File: src/rtl/forward_scoreboard_pkg.sv
// forward_pkg: shared definitions for the operand-forwarding scoreboard.
//   SEL_RF        : fwd_sel value meaning "read the register file"
//   sel_mc()      : fwd_sel value meaning "take the multicycle result" (FWD_STAGES+1)
//   sel_w()       : width of one fwd_sel field, clog2(FWD_STAGES+2)
//   mc_state_t    : multicycle tracker state
package forward_pkg;

    localparam int SEL_RF = 0;

    function automatic int sel_w(input int fwd_stages);
        return $clog2(fwd_stages + 2);
    endfunction

    function automatic int sel_mc(input int fwd_stages);
        return fwd_stages + 1;
    endfunction

    typedef enum logic {
        MC_IDLE = 1'b0,
        MC_BUSY = 1'b1
    } mc_state_t;

endpackage

File: src/rtl/forward_scoreboard_prio_sel.sv
// fwd_prio_sel: match and priority logic for one decode source operand.
//   src_reg/src_valid          : source index and "is read" flag
//   stg_rd/stg_we/stg_ready    : per-stage destination, write enable, result ready
//   mc_busy/mc_done/mc_rd      : multicycle tracker state and pending destination
//   sel                        : 0 = regfile, k = stage k-1, FWD_STAGES+1 = mc result
//   stall                      : this source cannot be satisfied this cycle
module fwd_prio_sel
    import forward_pkg::*;
#(
    parameter int FWD_STAGES = 2,
    parameter int REG_W      = 5,
    parameter int SEL_W      = 2
) (
    input  logic [REG_W-1:0]            src_reg,
    input  logic                        src_valid,
    input  logic [FWD_STAGES*REG_W-1:0] stg_rd,
    input  logic [FWD_STAGES-1:0]       stg_we,
    input  logic [FWD_STAGES-1:0]       stg_ready,
    input  logic                        mc_busy,
    input  logic                        mc_done,
    input  logic [REG_W-1:0]            mc_rd,
    output logic [SEL_W-1:0]            sel,
    output logic                        stall
);

    logic w_nz;
    logic w_hit;
    logic w_hit_ready;
    logic w_mc_match;

    assign w_nz       = (src_reg != '0);
    assign w_mc_match = mc_busy && w_nz && (src_reg == mc_rd);

    always_comb begin
        sel         = SEL_W'(SEL_RF);
        w_hit       = 1'b0;
        w_hit_ready = 1'b1;
        // Walk oldest to youngest so the youngest match is the one left standing.
        for (int k = FWD_STAGES - 1; k >= 0; k--) begin
            if (src_valid && w_nz && stg_we[k] && (stg_rd[k*REG_W +: REG_W] == src_reg)) begin
                sel         = SEL_W'(k + 1);
                w_hit       = 1'b1;
                w_hit_ready = stg_ready[k];
            end
        end
        // The multicycle result only counts on its writeback cycle and only
        // when no younger pipeline producer shadows it.
        if (!w_hit && mc_done && w_mc_match) begin
            sel = SEL_W'(sel_mc(FWD_STAGES));
        end
        stall = (w_hit && !w_hit_ready) || (src_valid && w_mc_match && !mc_done);
    end

endmodule

File: src/rtl/forward_scoreboard.sv
// forward_scoreboard: decode-stage forwarding select and hazard stall for a
// multi-source pipeline with one outstanding multicycle (mult/div) op.
//   clock, reset            : rising-edge clock, async active-high reset
//   src_reg, src_valid      : packed decode sources, port i at [i*REG_W +: REG_W]
//   dec_rd, dec_we          : decode destination (WAW against the multicycle op)
//   stg_rd, stg_we, stg_ready : per forwarding stage, stage 0 youngest
//   mc_issue, mc_rd, mc_done  : multicycle op start / writeback
//   stall_clr               : zero the stall counter
//   fwd_sel, stall          : combinational select fields and decode hold
//   mc_busy, mc_err, stall_cnt : registered tracker state, sticky error, counter
module forward_scoreboard
    import forward_pkg::*;
#(
    parameter  int SRC_PORTS  = 4,
    parameter  int FWD_STAGES = 2,
    parameter  int REG_W      = 5,
    parameter  int CNT_W      = 16,
    localparam int SEL_W      = sel_w(FWD_STAGES)
) (
    input  logic                        clock,
    input  logic                        reset,
    input  logic [SRC_PORTS*REG_W-1:0]  src_reg,
    input  logic [SRC_PORTS-1:0]        src_valid,
    input  logic [REG_W-1:0]            dec_rd,
    input  logic                        dec_we,
    input  logic [FWD_STAGES*REG_W-1:0] stg_rd,
    input  logic [FWD_STAGES-1:0]       stg_we,
    input  logic [FWD_STAGES-1:0]       stg_ready,
    input  logic                        mc_issue,
    input  logic [REG_W-1:0]            mc_rd,
    input  logic                        mc_done,
    input  logic                        stall_clr,
    output logic [SRC_PORTS*SEL_W-1:0]  fwd_sel,
    output logic                        stall,
    output logic                        mc_busy,
    output logic                        mc_err,
    output logic [CNT_W-1:0]            stall_cnt
);

    mc_state_t        r_state;
    mc_state_t        w_state_nxt;
    logic [REG_W-1:0] r_pend_rd;
    logic [REG_W-1:0] w_pend_nxt;
    logic             r_err;
    logic             w_err_nxt;
    logic [CNT_W-1:0] r_cnt;
    logic             w_issue_ok;
    logic             w_busy;
    logic             w_waw;
    logic [SRC_PORTS-1:0] w_src_stall;

    assign w_busy = (r_state == MC_BUSY);

    // ---------------------------------------------------------------
    // Per-source select / stall
    // ---------------------------------------------------------------
    for (genvar g = 0; g < SRC_PORTS; g++) begin : g_src
        fwd_prio_sel #(
            .FWD_STAGES (FWD_STAGES),
            .REG_W      (REG_W),
            .SEL_W      (SEL_W)
        ) u_sel (
            .src_reg   (src_reg[g*REG_W +: REG_W]),
            .src_valid (src_valid[g]),
            .stg_rd    (stg_rd),
            .stg_we    (stg_we),
            .stg_ready (stg_ready),
            .mc_busy   (w_busy),
            .mc_done   (mc_done),
            .mc_rd     (r_pend_rd),
            .sel       (fwd_sel[g*SEL_W +: SEL_W]),
            .stall     (w_src_stall[g])
        );
    end

    // A younger write to the pending destination would be overwritten by the
    // late multicycle result, so decode holds until that result lands.
    assign w_waw = dec_we && (dec_rd != '0) && w_busy && !mc_done && (dec_rd == r_pend_rd);
    assign stall = (|w_src_stall) || w_waw;

    // ---------------------------------------------------------------
    // Multicycle tracker
    // ---------------------------------------------------------------
    // An issue to r0 has no architectural effect and is dropped silently.
    assign w_issue_ok = mc_issue && (mc_rd != '0);

    always_comb begin
        w_state_nxt = r_state;
        w_pend_nxt  = r_pend_rd;
        w_err_nxt   = r_err;
        case (r_state)
            MC_IDLE: begin
                if (mc_done) w_err_nxt = 1'b1;
                if (w_issue_ok) begin
                    w_state_nxt = MC_BUSY;
                    w_pend_nxt  = mc_rd;
                end
            end
            MC_BUSY: begin
                if (mc_done) begin
                    // Back-to-back: retire the old op and accept the new one.
                    if (w_issue_ok) begin
                        w_pend_nxt = mc_rd;
                    end else begin
                        w_state_nxt = MC_IDLE;
                        w_pend_nxt  = '0;
                    end
                end else if (w_issue_ok) begin
                    w_err_nxt = 1'b1;
                end
            end
            default: begin
                w_state_nxt = MC_IDLE;
                w_pend_nxt  = '0;
            end
        endcase
    end

    always_ff @(posedge clock or posedge reset) begin
        if (reset) begin
            r_state   <= MC_IDLE;
            r_pend_rd <= '0;
            r_err     <= 1'b0;
        end else begin
            r_state   <= w_state_nxt;
            r_pend_rd <= w_pend_nxt;
            r_err     <= w_err_nxt;
        end
    end

    // ---------------------------------------------------------------
    // Stall counter (saturating)
    // ---------------------------------------------------------------
    always_ff @(posedge clock or posedge reset) begin
        if (reset) begin
            r_cnt <= '0;
        end else if (stall_clr) begin
            r_cnt <= '0;
        end else if (stall && (r_cnt != '1)) begin
            r_cnt <= r_cnt + 1'b1;
        end
    end

    assign mc_busy   = w_busy;
    assign mc_err    = r_err;
    assign stall_cnt = r_cnt;

endmodule

File: config.mk
export PLATFORM = sky130hd
export DESIGN_NAME = forward_scoreboard
export DESIGN_NICKNAME = d
export VERILOG_FILES = /design/src/rtl/forward_scoreboard_pkg.sv /design/src/rtl/forward_scoreboard_prio_sel.sv /design/src/rtl/forward_scoreboard.sv
export SDC_FILE = /design/constraint.sdc
export NUM_CORES = 1
export LEC_CHECK = 0
export BUFFER_PORTS_ARGS = -buffer_cell sky130_fd_sc_hd__buf_2
export CAP_MARGIN = 25
export CORE_ASPECT_RATIO = 1.4
export CORE_MARGIN = 5
export CORE_UTILIZATION = 45
export DETAILED_ROUTE_END_ITERATION = 8
export MAX_ROUTING_LAYER = met4
export PLACE_DENSITY = 0.72
export SETUP_SLACK_MARGIN = 0.1
export SLEW_MARGIN = 10
export SYNTH_ARGS = -nofsm -noshare
export SYNTH_HDL_FRONTEND = slang
export SYNTH_HIERARCHICAL = 1
export SYNTH_SLANG_ARGS = --single-unit
File: constraint.sdc
create_clock -name clock -period 7.2 [get_ports clock]
set_input_delay 0 -clock clock [delete_from_list [all_inputs] [get_ports clock]]
set_output_delay 0 -clock clock [all_outputs]
set_load 0.1 [all_outputs]
# Word level (Yosys, flattened, before mapping)
# Index checks and enable logic that the tools add are counted.
# word_totals
output_inout_bits	27
wordCells	144
input_bits	54
regBits	23
# op_classes
n_addsub	1
n_eq_ne	19
mux	41
n_bitwise	1
n_reduce_logical	78
# op_table
cell	count
equality test 5 bit	13
logical AND 1 bit	54
two-way mux 16 bit	2
nonzero test 5 bit	6
two-way mux 2 bit	12
two-way mux 1 bit	21
adder 16 x 1 -> 16 bit, second input constant	1
inequality test 16 bit, second input constant	1
two-way mux 5 bit	3
case mux 5 bit (2 select lines)	1
logical NOT 1 bit	9
inequality test 2 bit, second input constant	4
logical OR 1 bit	5
case mux 1 bit (2 select lines)	2
OR reduction 4 bit	1
AND reduction 3 bit	1
inequality test 2 x 1 -> 1 bit, second input constant	1
AND reduction 2 bit	1
nonzero test 2 bit	1
NOT 1 bit	1

# Longest topological paths before layout
# Gate-level depths: netlist of the first run.
# logic_depth
depth_word	14
mapped_depth	10
mapped_depth_nobuf	9

# Modules after synthesis
# The synthesis of the first run kept the hierarchy.
# modules_own_cells
mod	area_each_um2	instances	seq_area_each_um2	cells_per_inst
forward_scoreboard	1402.6	1	575.6	145
fwd_prio_sel	261.5	4	0.0	34

# Worst setup path before layout of the first run
# Ideal clock, no wire load.
# synth_timing
path_kind	reg-to-output
startpoint	register r_state, in the netlist mc_busy
endpoint	output port fwd_sel[1]
n_path_buf	0
arrival_time_ps	2887
required_time_ps	7200
stages_incl_launch_ff	4
path_slack_ps	4313
path_cell_list	dfrtp_1 -> and3_1 -> nand3_1 -> a21oi_1
# synth_between
elab_chain_len	4
# synth_lines
item	line_no	rtl
start, declared	forward_scoreboard.sv:40	mc_state_t r_state;
start signal, assigned	forward_scoreboard.sv:125	r_state <= w_state_nxt;
logical AND 1 bit (2 in a row)	forward_scoreboard_prio_sel.sv:32	assign w_mc_match = mc_busy && w_nz && (src_reg == mc_rd);
logical AND 1 bit	forward_scoreboard_prio_sel.sv:48	if (!w_hit && mc_done && w_mc_match) begin
two-way mux 2 bit	forward_scoreboard_prio_sel.sv:48	
end, declared	forward_scoreboard.sv:33	output logic [SRC_PORTS*SEL_W-1:0] fwd_sel,
# No other way between the ends.

# Worst setup path after layout of the first run
# layout_timing
startpoint	register r_pend_rd[2]
endpoint	register r_cnt[11], in the netlist stall_cnt[11]
# layout_between
elab_chain_len	9
# layout_lines
item	line_no	rtl
start, declared	forward_scoreboard.sv:42	logic [REG_W-1:0] r_pend_rd;
start signal, assigned	forward_scoreboard.sv:126	r_pend_rd <= w_pend_nxt;
equality test 5 bit	forward_scoreboard_prio_sel.sv:32	
logical AND 1 bit	forward_scoreboard_prio_sel.sv:32	
logical AND 1 bit (2 in a row)	forward_scoreboard_prio_sel.sv:51	stall = (w_hit && !w_hit_ready) || (src_valid && w_mc_match && !mc_done);
logical OR 1 bit	forward_scoreboard_prio_sel.sv:51	
named net w_src_stall[0]	forward_scoreboard.sv:50	logic [SRC_PORTS-1:0] w_src_stall;
OR reduction 4 bit	forward_scoreboard.sv:79	assign stall = (|w_src_stall) || w_waw;
logical OR 1 bit	forward_scoreboard.sv:79	
logical AND 1 bit	forward_scoreboard.sv:139	end else if (stall && (r_cnt != '1)) begin
nonzero test 2 bit (no line)	n/a	
end signal, assigned	forward_scoreboard.sv:140	r_cnt <= r_cnt + 1'b1;
end, declared	forward_scoreboard.sv:46	logic [CNT_W-1:0] r_cnt;
# The timed path passes the listed nets, and every way through them passes these cells.
# A chain may end at the register's enable or synchronous reset.

==> metrics, run 1 <==
period utilization 36.2%; first-pass GRT wire length about 12000 um; Top FF cell, synth dfrtp_1; CP Capture Type flop; CP max stage delay 0.49 ns; layout cells sized above 1 between 20% and 30%; Total GRT Usage 21.1%; Max Clk Rate 0.384 GHz; core area 5240 sq um; clk_lat worst skew 0.26 ns; CP Class flop to flop; # IOs 81; post-layout min period 2.60 ns; Warnings, synthesis 6; Syn Inst Count 281; Post-route DRC 0; max-slew violation count 0; CTS Buf Count 3; Critical Path AT about 2.8 ns; max cap viols 0; asr flop ratio synth 100%; CP max FO 26; Synth area leader dfrtp_1; final core occ between 50% and 60%; Post-Route WL 7280 um; # H-tree levels 1; final RePlAce weighted congestion roughly 1.0; Distinct cells, synth 48; DIE WIDTH 72.3 um; drt pass-1 iters 4; Area Overhead vs Synth 21.5%; routed len/inst about 17 um; Worst-path clk slew 0.08 ns; grt total ovfl 0; 1st-iter DRT viols 136; Synth Cell Area 2450 sq um; FF-to-FF End stall_cnt[11]; maximum VDD drop 106 uV; hold endpoint r_pend_rd[1]; diode count 0; Max Buffers Root-to-Sink 2; Fin Setup TNS 0 ns; syn_nets around 340; Worst Hold Class input pin to flop; R2R Path Start r_pend_rd[2]; post-route ant nets 0; CP max stage cell dfrtp_1; Die ar. between 7000 and 8000 sq um; Crit path top cell by count nor4_1; Clock Skew 0.00257 ns; Slew @ Worst Pin 0.624 ns; critical path, cell by cell xor2_1 -> nor4_1 -> nand4_1 -> o311ai_2 -> nor4_1 -> o31a_4 -> nor4_1 -> mux2_1; Initial Util 46.8%; Seq cells post-synth 23; Leakage between 0.001 and 0.0015 uW; Yosys top cell area share 23.5%; sequential share of the synthesized area 23.5%; # port buffers 80; clock sink count 23; hold path cells 2; CTS root buf clkbuf_8; worst relative slew slack 58.3%; Post-synth EDFFs 0; pwr dens ~120 nW/um^2; Synth area leaders dfrtp_1, xor2_1, xnor2_1, and3_1, nor4_1; commonest cells after routing, fill and taps aside buf_2, xor2_1, dfrtp_1; Avg Inst Size Synth roughly 8.7 sq um; most common cell after layout, fill and taps aside buf_2; fill count 512; CP Launch Type flop; Post-CTS Resized 0; final setup fails 0; Worst EP required 7.35 ns; total number of vias 2552; unrepaired setup endpoints after global routing false; vias per std cell 5.95; initial antenna violation count 0; CTS tree yes; Layout Nets 419; run status completed; HP Start mc_rd[1]; HPWL Detailed around 6000 um; number of global-route vias before repair 2526; die height between 90 and 100 um; R2R setup slack between 4 and 5 ns; pin count of the biggest net entering global routing 27; FP Rows 31; R2R cell count 8; Fin. Hold Viols 0
## logic make-up (layout without fill, tap and decap cells)
logic type,after synthesis,after routing,synth area share (%)
and+or+nand+nor,131,131,32.8
adders and majority gates,1,1,0.511
AOI/OAI and AO/OA,47,47,14.6
muxes,5,5,2.71
buffers and inverters,10,92,3.07
DFF,23,23,23.5
xor gates and xnor gates,64,64,22.9
## final cells by class
cell class                 instances  area (sq um)  share of cell area, %
multi-input combinational        248          1800                   60.4
sequential                        23           576                   19.3
timing repair buffer              84           458                   15.4
tap                               66          82.6                   2.78
clock buffer                       3          41.3                   1.39
inverter                           4          15.0                  0.505
clock inverter                     1          5.00                  0.168
## worst max-delay path: cells and delay by family, from the launching register on
kind	cells	cell delay (ns)
AND/OR/NAND/NOR	4	1.10
AO/OA/AOI/OAI	2	0.35
XOR/XNOR	1	0.18
flip-flops	1	0.49
multiplexers	1	0.36
## cells in the mapped netlist, types with 6 or more instances
library cell	number
xor2_1	48
dfrtp_1	23
and3_1	19
nand3_1	16
xnor2_1	16
a21oi_1	15
nand2_1	14
nor4_1	14
nor2_1	12
nand4_1	9
or4_1	8
o31ai_1	6
## where the power goes
part           internal [uW]  switching (uW)  leakage [uW]  total [uW]
clock network           38.6            40.6     0.0000255        79.3
registers                133            11.5      0.000307         144
logic                   49.7            77.5       0.00103         127
## per-stage QoR
step / total power, uW / std cells / worst slack [ns] / hold slack (ns) / cell area (sq um)
after floorplan: 227 / 281 / 4.31 / 0.00192 / 2450
after global placement: 270 / 421 / 4.60 / 0.226 / 2870
after detailed placement: 271 / 421 / 4.56 / 0.236 / 2870
after CTS: 352 / 428 / 4.55 / 0.00759 / 2950
after global routing: 370 / 429 / 4.32 / 0.00951 / 2980
final: 351 / 429 / 4.60 / 0.00559 / 2980
## metal layers
| metal | vias to the layer above | wire (um) | global-route usage, % |
|---|---|---|---|
| met5 | - | 0 | - |
| met1 | 1202 | 2830 | 24.0 |
| met2 | 102 | 3630 | 35.9 |
| met3 | 29 | 481 | 2.48 |
| met4 | 0 | 344 | 9.70 |
| li1 | 1219 | - | - |
## worst max-delay path by stage
stage / start / endpoint / cells past startpoint
floorplan: mc_busy / fwd_sel[1] / 3
global placement: r_pend_rd[2] / stall_cnt[11] / 8
detailed placement: r_pend_rd[2] / stall_cnt[11] / 8
CTS: r_pend_rd[2] / stall_cnt[11] / 8
global route: r_pend_rd[2] / stall_cnt[11] / 8
finish: r_pend_rd[2] / stall_cnt[11] / 8
## flip-flops by register name, summed over array words and instances, names as in the netlist
register,cells
mc_busy,1
mc_err,1
r_pend_rd,5
stall_cnt,16
## what timing repair did
action                    4_1_cts  5_1_grt
buffers inserted                0        0
hold buffers                    3        0
hold endpoints to repair       25        0
Note: power is estimated with default switching activity, not from simulation.
==> run 2, diff against run 1 <==
Settings changed: ABC_AREA set to 1, PLACE_DENSITY 0.72 to 0.7.
Clock period 7.2 ns to 2.5 ns, I/O delays scaled along.
==> metrics, run 2 <==
run status completed (unchanged); pwr dens 316 nW/um^2 (was 118 nW/um^2); Max Buffers Root-to-Sink 2 (unchanged); period utilization between 80% and 90%; syn_nets 623 (was 336); fill count 753 (was 512); CP max stage cell dfrtp_1 (unchanged); vias per std cell 4.86 (was 5.95); core area 6890 sq um (was 5240 sq um); Avg Inst Size Synth 5.53 sq um (was 8.71 sq um); asr flop ratio synth 100% (unchanged); # port buffers 80 (unchanged); Post-synth EDFFs 0 (unchanged); Worst EP required 2.50 ns (was 7.35 ns); most common cell after layout, fill and taps aside nand2_1 (was buf_2); Die ar. 8770 sq um (was 7040 sq um); layout cells sized above 1 23.7% (was 28.7%); number of global-route vias before repair 3407 (was 2526); most frequent cell after synthesis nand2_1 (was xor2_1); drt pass-1 iters 4 (unchanged); max cap viols 0 (unchanged); XOR/XNOR Fraction of Synth Area 4.46% (was 22.9%); Seq cells post-synth 23 (unchanged); diode count 0 (unchanged); Fin. Hold Viols 0 (unchanged); Synth area leader nand2_1 (was dfrtp_1); adder-cell share of the synthesized area 0.398% (was 0.511%); largest family of logic cells by synthesized area simple AND/OR/NAND/NOR gates (unchanged); pin count of the biggest net entering global routing 32 (was 27); CTS Buf Count 3 (unchanged); Warnings, synthesis 6 (unchanged); CTS tree yes (unchanged); area of the multi-input gates 2090 sq um (was 1800 sq um); Layout Nets 707 (was 419); Max Clk Rate 0.456 GHz; Pwr Total 1180 uW (was 351 uW); Worst Hold Class input pin to flop (unchanged); switching share of power 43.6% (was 36.9%); CTS root buf clkbuf_8 (unchanged); Clock Skew 0.00163 ns (was 0.00257 ns); sw power 516 uW (was 130 uW); max-slew violation count 0 (unchanged); CP max stage delay 0.51 ns (was 0.49 ns); HPWL Detailed 7640 um (was 5990 um); Leakage 0.00229 uW (was 0.00136 uW); DIE WIDTH 80.6 um (was 72.3 um); CP Launch Type flop (unchanged); Area Overhead vs Synth 19.5% (was 21.5%); FP Rows 36 (was 31); final setup fails 0 (unchanged); Synth area leaders nand2_1, dfrtp_1, inv_1, nand3_1, nand4_1 (was dfrtp_1, xor2_1, xnor2_1, and3_1, nor4_1); CP Class flop to output pin (was flop to flop); # IOs 81 (unchanged); routed len/inst 12.5 um (was 17.0 um); CP Capture Type output pin (was flop); Worst-path clk slew 0.08 ns (about the same); 1st-iter DRT viols 174 (was 136); Total GRT Usage 22.8% (was 21.1%); Slew @ Worst Pin 0.877 ns (was 0.624 ns); Initial Util 45.6% (was 46.8%); Simple-Gate Fraction of Synth Area 55.6% (was 32.8%); commonest cells after routing, fill and taps aside nand2_1, inv_1, buf_2 (was buf_2, xor2_1, dfrtp_1); first-pass GRT wire length 15400 um (was 11800 um); CP max FO 17 (was 26); grt total ovfl 0 (unchanged); Yosys top cell area share 24.1% (was 23.5%); critical path, cell by cell nand2_1 -> o21ai_1 -> clkinv_1 -> nand2_2 -> nor2_4 -> nand4_1 -> nand3_1 -> nor4_2 -> nand2_1 -> buf_4 -> buf_4 (was xor2_1 -> nor4_1 -> nand4_1 -> o311ai_2 -> nor4_1 -> o31a_4 -> nor4_1 -> mux2_1); max reg flops 16 (unchanged); sequential share of the synthesized area 18.3% (was 23.5%); initial antenna violation count 0 (unchanged); unrepaired setup endpoints after global routing false (unchanged); Critical Path AT 2.19 ns (was 2.75 ns); total number of vias 3628 (was 2552); clock sink count 23 (unchanged); post-layout min period 2.19 ns; Synth top cells by count nand2_1, inv_1, nand3_1, nor2_1, nand4_1 (was xor2_1, dfrtp_1, and3_1, nand3_1, xnor2_1); Reg area 581 sq um (was 576 sq um); sequential share of power 35.4% (was 41.2%); worst relative slew slack 41.4% (was 58.3%); die height 109 um (was 97.3 um); post-route ant nets 0 (unchanged); final RePlAce weighted congestion 0.926 (was 1.01); cell internal pwr 668 uW (was 221 uW); maximum VDD drop 316 uV (was 106 uV); Post-route DRC 0 (unchanged); Synth Cell Area 3140 sq um (was 2450 sq um); post-synthesis mux area share 0% (was 2.71%); setup repair bufs after CTS 0 (unchanged); Syn Inst Count 568 (was 281); Fin Setup TNS 0 ns (unchanged); Combinational Power Share 44.4% (was 36.2%); # H-tree levels 1 (unchanged); Post-Route WL 9290 um (was 7280 um); Distinct cells, synth 30 (was 48); Top FF cell, synth dfrtp_1 (unchanged); part of the power in the clock network 20.2% (was 22.6%); clk_lat worst skew 0.27 ns (was 0.26 ns); post-synthesis compound-gate area fraction 5.82% (was 14.6%)
run 2: cell families (layout without fill, tap and decap cells):
logic type	after synthesis	in the layout
AOI/OAI and AO/OA	26	26
adders and majority gates	1	1
buffers and inverters	126	209
xor gates and xnor gates	16	16
and+or+nand+nor	376	376
DFF	23	23
run 2: stage by stage:
stage	hold slack (ns)	std cells	setup slack [ns]	cell area, sq um	util, %
after floorplan	0.00171	568	0.166	3140	-
after global placement	0.232	738	0.433	3640	52.8
after detailed placement	0.246	738	0.353	3640	52.8
after CTS	0.000807	745	0.178	3720	53.9
after global routing	0.0199	746	0.138	3750	54.5
final	0.00777	746	0.307	3750	54.5
run 2: power by group through the flow:
stage | Combinational, uW | Clock [uW] | Sequential [uW]
finish | 526 | 239 | 419
global route | 587 | 256 | 424
CTS | 522 | 248 | 419
detailed placement | 516 | 0 | 426
global placement | 510 | 0 | 425
floorplan | 331 | 0 | 454
run 2: layout make-up:
type	instances	share of cell area [%]
Inverter	120	12.0
Sequential cell	23	15.5
Clock buffer	3	1.10
Clock inverter	1	0.200
Timing Repair Buffer	85	12.5
Multi-Input combinational cell	419	55.6
Tap cell	95	3.17
run 2: final timing paths:
path	from	to	slack [ns]	depth (start not counted)
setup / recovery	r_pend_rd[3]	stall	0.31	11
hold / removal	mc_rd[2]	r_pend_rd[2]	0.008	3
max in group asynchronous	reset	r_pend_rd[4]	1.96	4
hold reg to reg	mc_err	mc_err	0.50	2
setup reg to reg	r_pend_rd[3]	stall_cnt[13]	0.39	13
min in group asynchronous	reset	mc_err	0.17	3
run 2: per-layer routing:
metal  GRT usage [%]  vias up  wire length (um)
met5               -        -                 0
met4            7.61        0               221
met3            1.49       17               340
met2            43.7       82              5120
met1            24.4     1622              3610
li1                -     1907                 -
run 2: timing repair:
item | 4_1_cts | 5_1_grt
gates resized for setup | 0 | 4
endpoints found under the hold margin | 25 | 0
endpoints found under the setup margin | 0 | 8
hold buffers | 3 | 0
run 2: worst max-delay path: cells and delay by family (launching register included):
kind | cells | cell delay [ns]
AO/OA/AOI/OAI | 1 | 0.08
buffers and inverters | 3 | 0.55
flip-flops | 1 | 0.51
AND/OR/NAND/NOR | 7 | 0.79
==> run 3, diff against run 2 <==
Settings changed: SYNTH_HIERARCHICAL 1 to unset.
==> metrics, run 3 <==
asr flop ratio synth 100% (unchanged); Leakage 0.00209 uW (was 0.00229 uW); grt total ovfl 0 (unchanged); commonest cells after routing, fill and taps aside nand2_1, buf_2, inv_1 (was nand2_1, inv_1, buf_2); # H-tree levels 1 (unchanged); max cap viols 0 (unchanged); Post-route DRC 0 (unchanged); M3 GR Usage 2.05% (was 1.49%); Die ar. 8290 sq um (was 8770 sq um); GRT met1 Usage 27.2% (was 24.4%); Max Buffers Root-to-Sink 2 (unchanged); layout cells sized above 1 25.0% (was 23.7%); unrepaired setup endpoints after global routing false (unchanged); HPWL Detailed 8750 um (was 7640 um); die height 106 um (was 109 um); post-layout min period 2.15 ns (was 2.19 ns); pwr dens 320 nW/um^2 (was 316 nW/um^2); CP Class flop to output pin (unchanged); Yosys top cell area share 24.3% (was 24.1%); most common cell after layout, fill and taps aside nand2_1 (unchanged); Max Clk Rate 0.465 GHz (was 0.456 GHz); routed len/inst 15.9 um (was 12.5 um); Warnings, synthesis 0 (was 6); final setup fails 0 (unchanged); Worst Hold Class input pin to flop (unchanged); Synth top cells by count nand2_1, inv_1, nor2_1, nand3_1, nand4_1 (was nand2_1, inv_1, nand3_1, nor2_1, nand4_1); post-route ant nets 0 (unchanged); Synth Cell Area 2950 sq um (was 3140 sq um); total number of vias 3778 (was 3628); Post-Route WL 10700 um (was 9290 um); # IOs 81 (unchanged); final RePlAce weighted congestion 1.09 (was 0.926); Slew @ Worst Pin 0.913 ns (was 0.877 ns); CP Capture Type output pin (unchanged); max reg flops 16 (unchanged); period utilization 86.0% (was 87.7%); number of global-route vias before repair 3399 (was 3407); first-pass GRT wire length 16400 um (was 15400 um); clk_lat worst skew 0.26 ns (was 0.27 ns); run status completed (unchanged); diode count 0 (unchanged); 1st-iter DRT viols 215 (was 174); Synth area leaders nand2_1, dfrtp_1, nand3_1, inv_1, nor2_1 (was nand2_1, dfrtp_1, inv_1, nand3_1, nand4_1); Top FF cell, synth dfrtp_1 (unchanged); Fin Hold WS 0.0108 ns (was 0.00777 ns); Seq cells post-synth 23 (unchanged); initial antenna violation count 0 (unchanged); Worst EP required 2.50 ns (about the same); most frequent cell after synthesis nand2_1 (unchanged); # port buffers 80 (unchanged); Post-synth EDFFs 0 (unchanged); pin count of the biggest net entering global routing 30 (was 32); vias per std cell 5.61 (was 4.86); max-slew violation count 0 (unchanged); worst relative slew slack 39.1% (was 41.4%); setup repair bufs after CTS 0 (unchanged); Syn Inst Count 518 (was 568); Critical Path AT 2.15 ns (was 2.19 ns); Most Crowded Layer GR met2 (unchanged); Reg area 582 sq um (was 581 sq um); Worst-path clk slew 0.09 ns (was 0.08 ns); CP Launch Type flop (unchanged); Avg Inst Size Synth 5.69 sq um (was 5.53 sq um); Fin Setup TNS 0 ns (unchanged); Synth area leader nand2_1 (unchanged); Clock Skew 0.00867 ns (was 0.00163 ns); GR met2 Demand/Resource 45.7% (was 43.7%); Area Overhead vs Synth 19.2% (was 19.5%); CTS Buf Count 3 (unchanged); drt pass-1 iters 5 (was 4); Fin. Hold Viols 0 (unchanged); CTS root buf clkbuf_8 (unchanged); DIE WIDTH 78.4 um (was 80.6 um); FP Rows 35 (was 36); CTS tree yes (unchanged); Initial Util 45.4% (was 45.6%); sequential share of the synthesized area 19.5% (was 18.3%); area of the multi-input gates 2060 sq um (was 2090 sq um); Total GRT Usage 25.5% (was 22.8%); fill count 711 (was 753); syn_nets 573 (was 623); Distinct cells, synth 37 (was 30); CP max FO 18 (was 17); clock sink count 23 (unchanged); maximum VDD drop 299 uV (was 316 uV); Layout Nets 656 (was 707); core area 6480 sq um (was 6890 sq um)
[run 3: area by class of cell]
type / count / share of cell area (%)
Sequential cell: 23 / 16.6
Timing Repair Buffer: 85 / 12.8
Inverter: 76 / 8.13
Tap cell: 74 / 2.64
Multi-Input combinational cell: 412 / 58.6
Clock inverter: 1 / 0.143
Clock buffer: 3 / 1.18
[run 3: logic make-up (layout without fill, tap and decap cells)]
| logic type | Yosys count | in the layout | synth area share, % |
|---|---|---|---|
| flops | 23 | 23 | 19.5 |
| simple gates | 348 | 348 | 54.0 |
| compound gates | 46 | 46 | 9.56 |
| buf+inv | 83 | 165 | 11.4 |
| xor+xnor | 17 | 17 | 5.06 |
| fa+ha+maj | 1 | 1 | 0.425 |
[run 3: where the power goes]
group	internal (uW)	switching, uW
registers	385	19.5
clock network	111	121
logic	141	348
total	636	488
[run 3: final timing paths]
check                             startpoint      endpoint  slack (ns)  cells past startpoint
max in group asynchronous              reset  stall_cnt[3]        1.43                      3
worst min-delay path                mc_rd[2]  r_pend_rd[2]        0.01                      3
min in group asynchronous              reset  stall_cnt[7]        0.47                      3
worst min register to register        mc_err        mc_err        0.50                      2
worst max-delay path            r_pend_rd[2]         stall        0.35                      9
worst max register to register  r_pend_rd[2]  stall_cnt[1]        0.43                     11
[run 3: per-stage QoR]
stage | area [sq um] | instances | setup WS [ns] | power, uW | utilization (%)
3_5_place_dp | 3430 | 667 | 0.477 | 887 | 53.0
5_1_grt | 3510 | 674 | 0.125 | 1190 | 54.2
4_1_cts | 3510 | 674 | 0.244 | 1120 | 54.1
2_1_floorplan | 2970 | 518 | 0.132 | 733 | -
3_3_place_gp | 3430 | 667 | 0.489 | 885 | 53.0
6_report | 3510 | 674 | 0.351 | 1120 | 54.2
[run 3: what timing repair did]
item | CTS | global route
hold endpoints to repair | 25 | 0
endpoints found under the setup margin | 0 | 1
resized for setup | 0 | 2
hold buffers | 3 | 0
[run 3: critical path, stage by stage (launching register included)]
cell and delay [ns]:
dfrtp_1 0.42, inv_1 0.15, nand2_1 0.09, nand4_1 0.09, nor2_1 0.18, nand3_1 0.19, nand2_1 0.13, o21ai_2 0.07
nand3_4 0.22, buf_4 0.34
[run 3: metal layers]
metal / part of all wire (%) / routed length, um / up-vias
met5: 0 / 0 / -
met4: 6.7 / 718 / 0
met3: 6.7 / 723 / 45
met2: 50 / 5400 / 188
met1: 36 / 3900 / 1722
li1: - / - / 1823
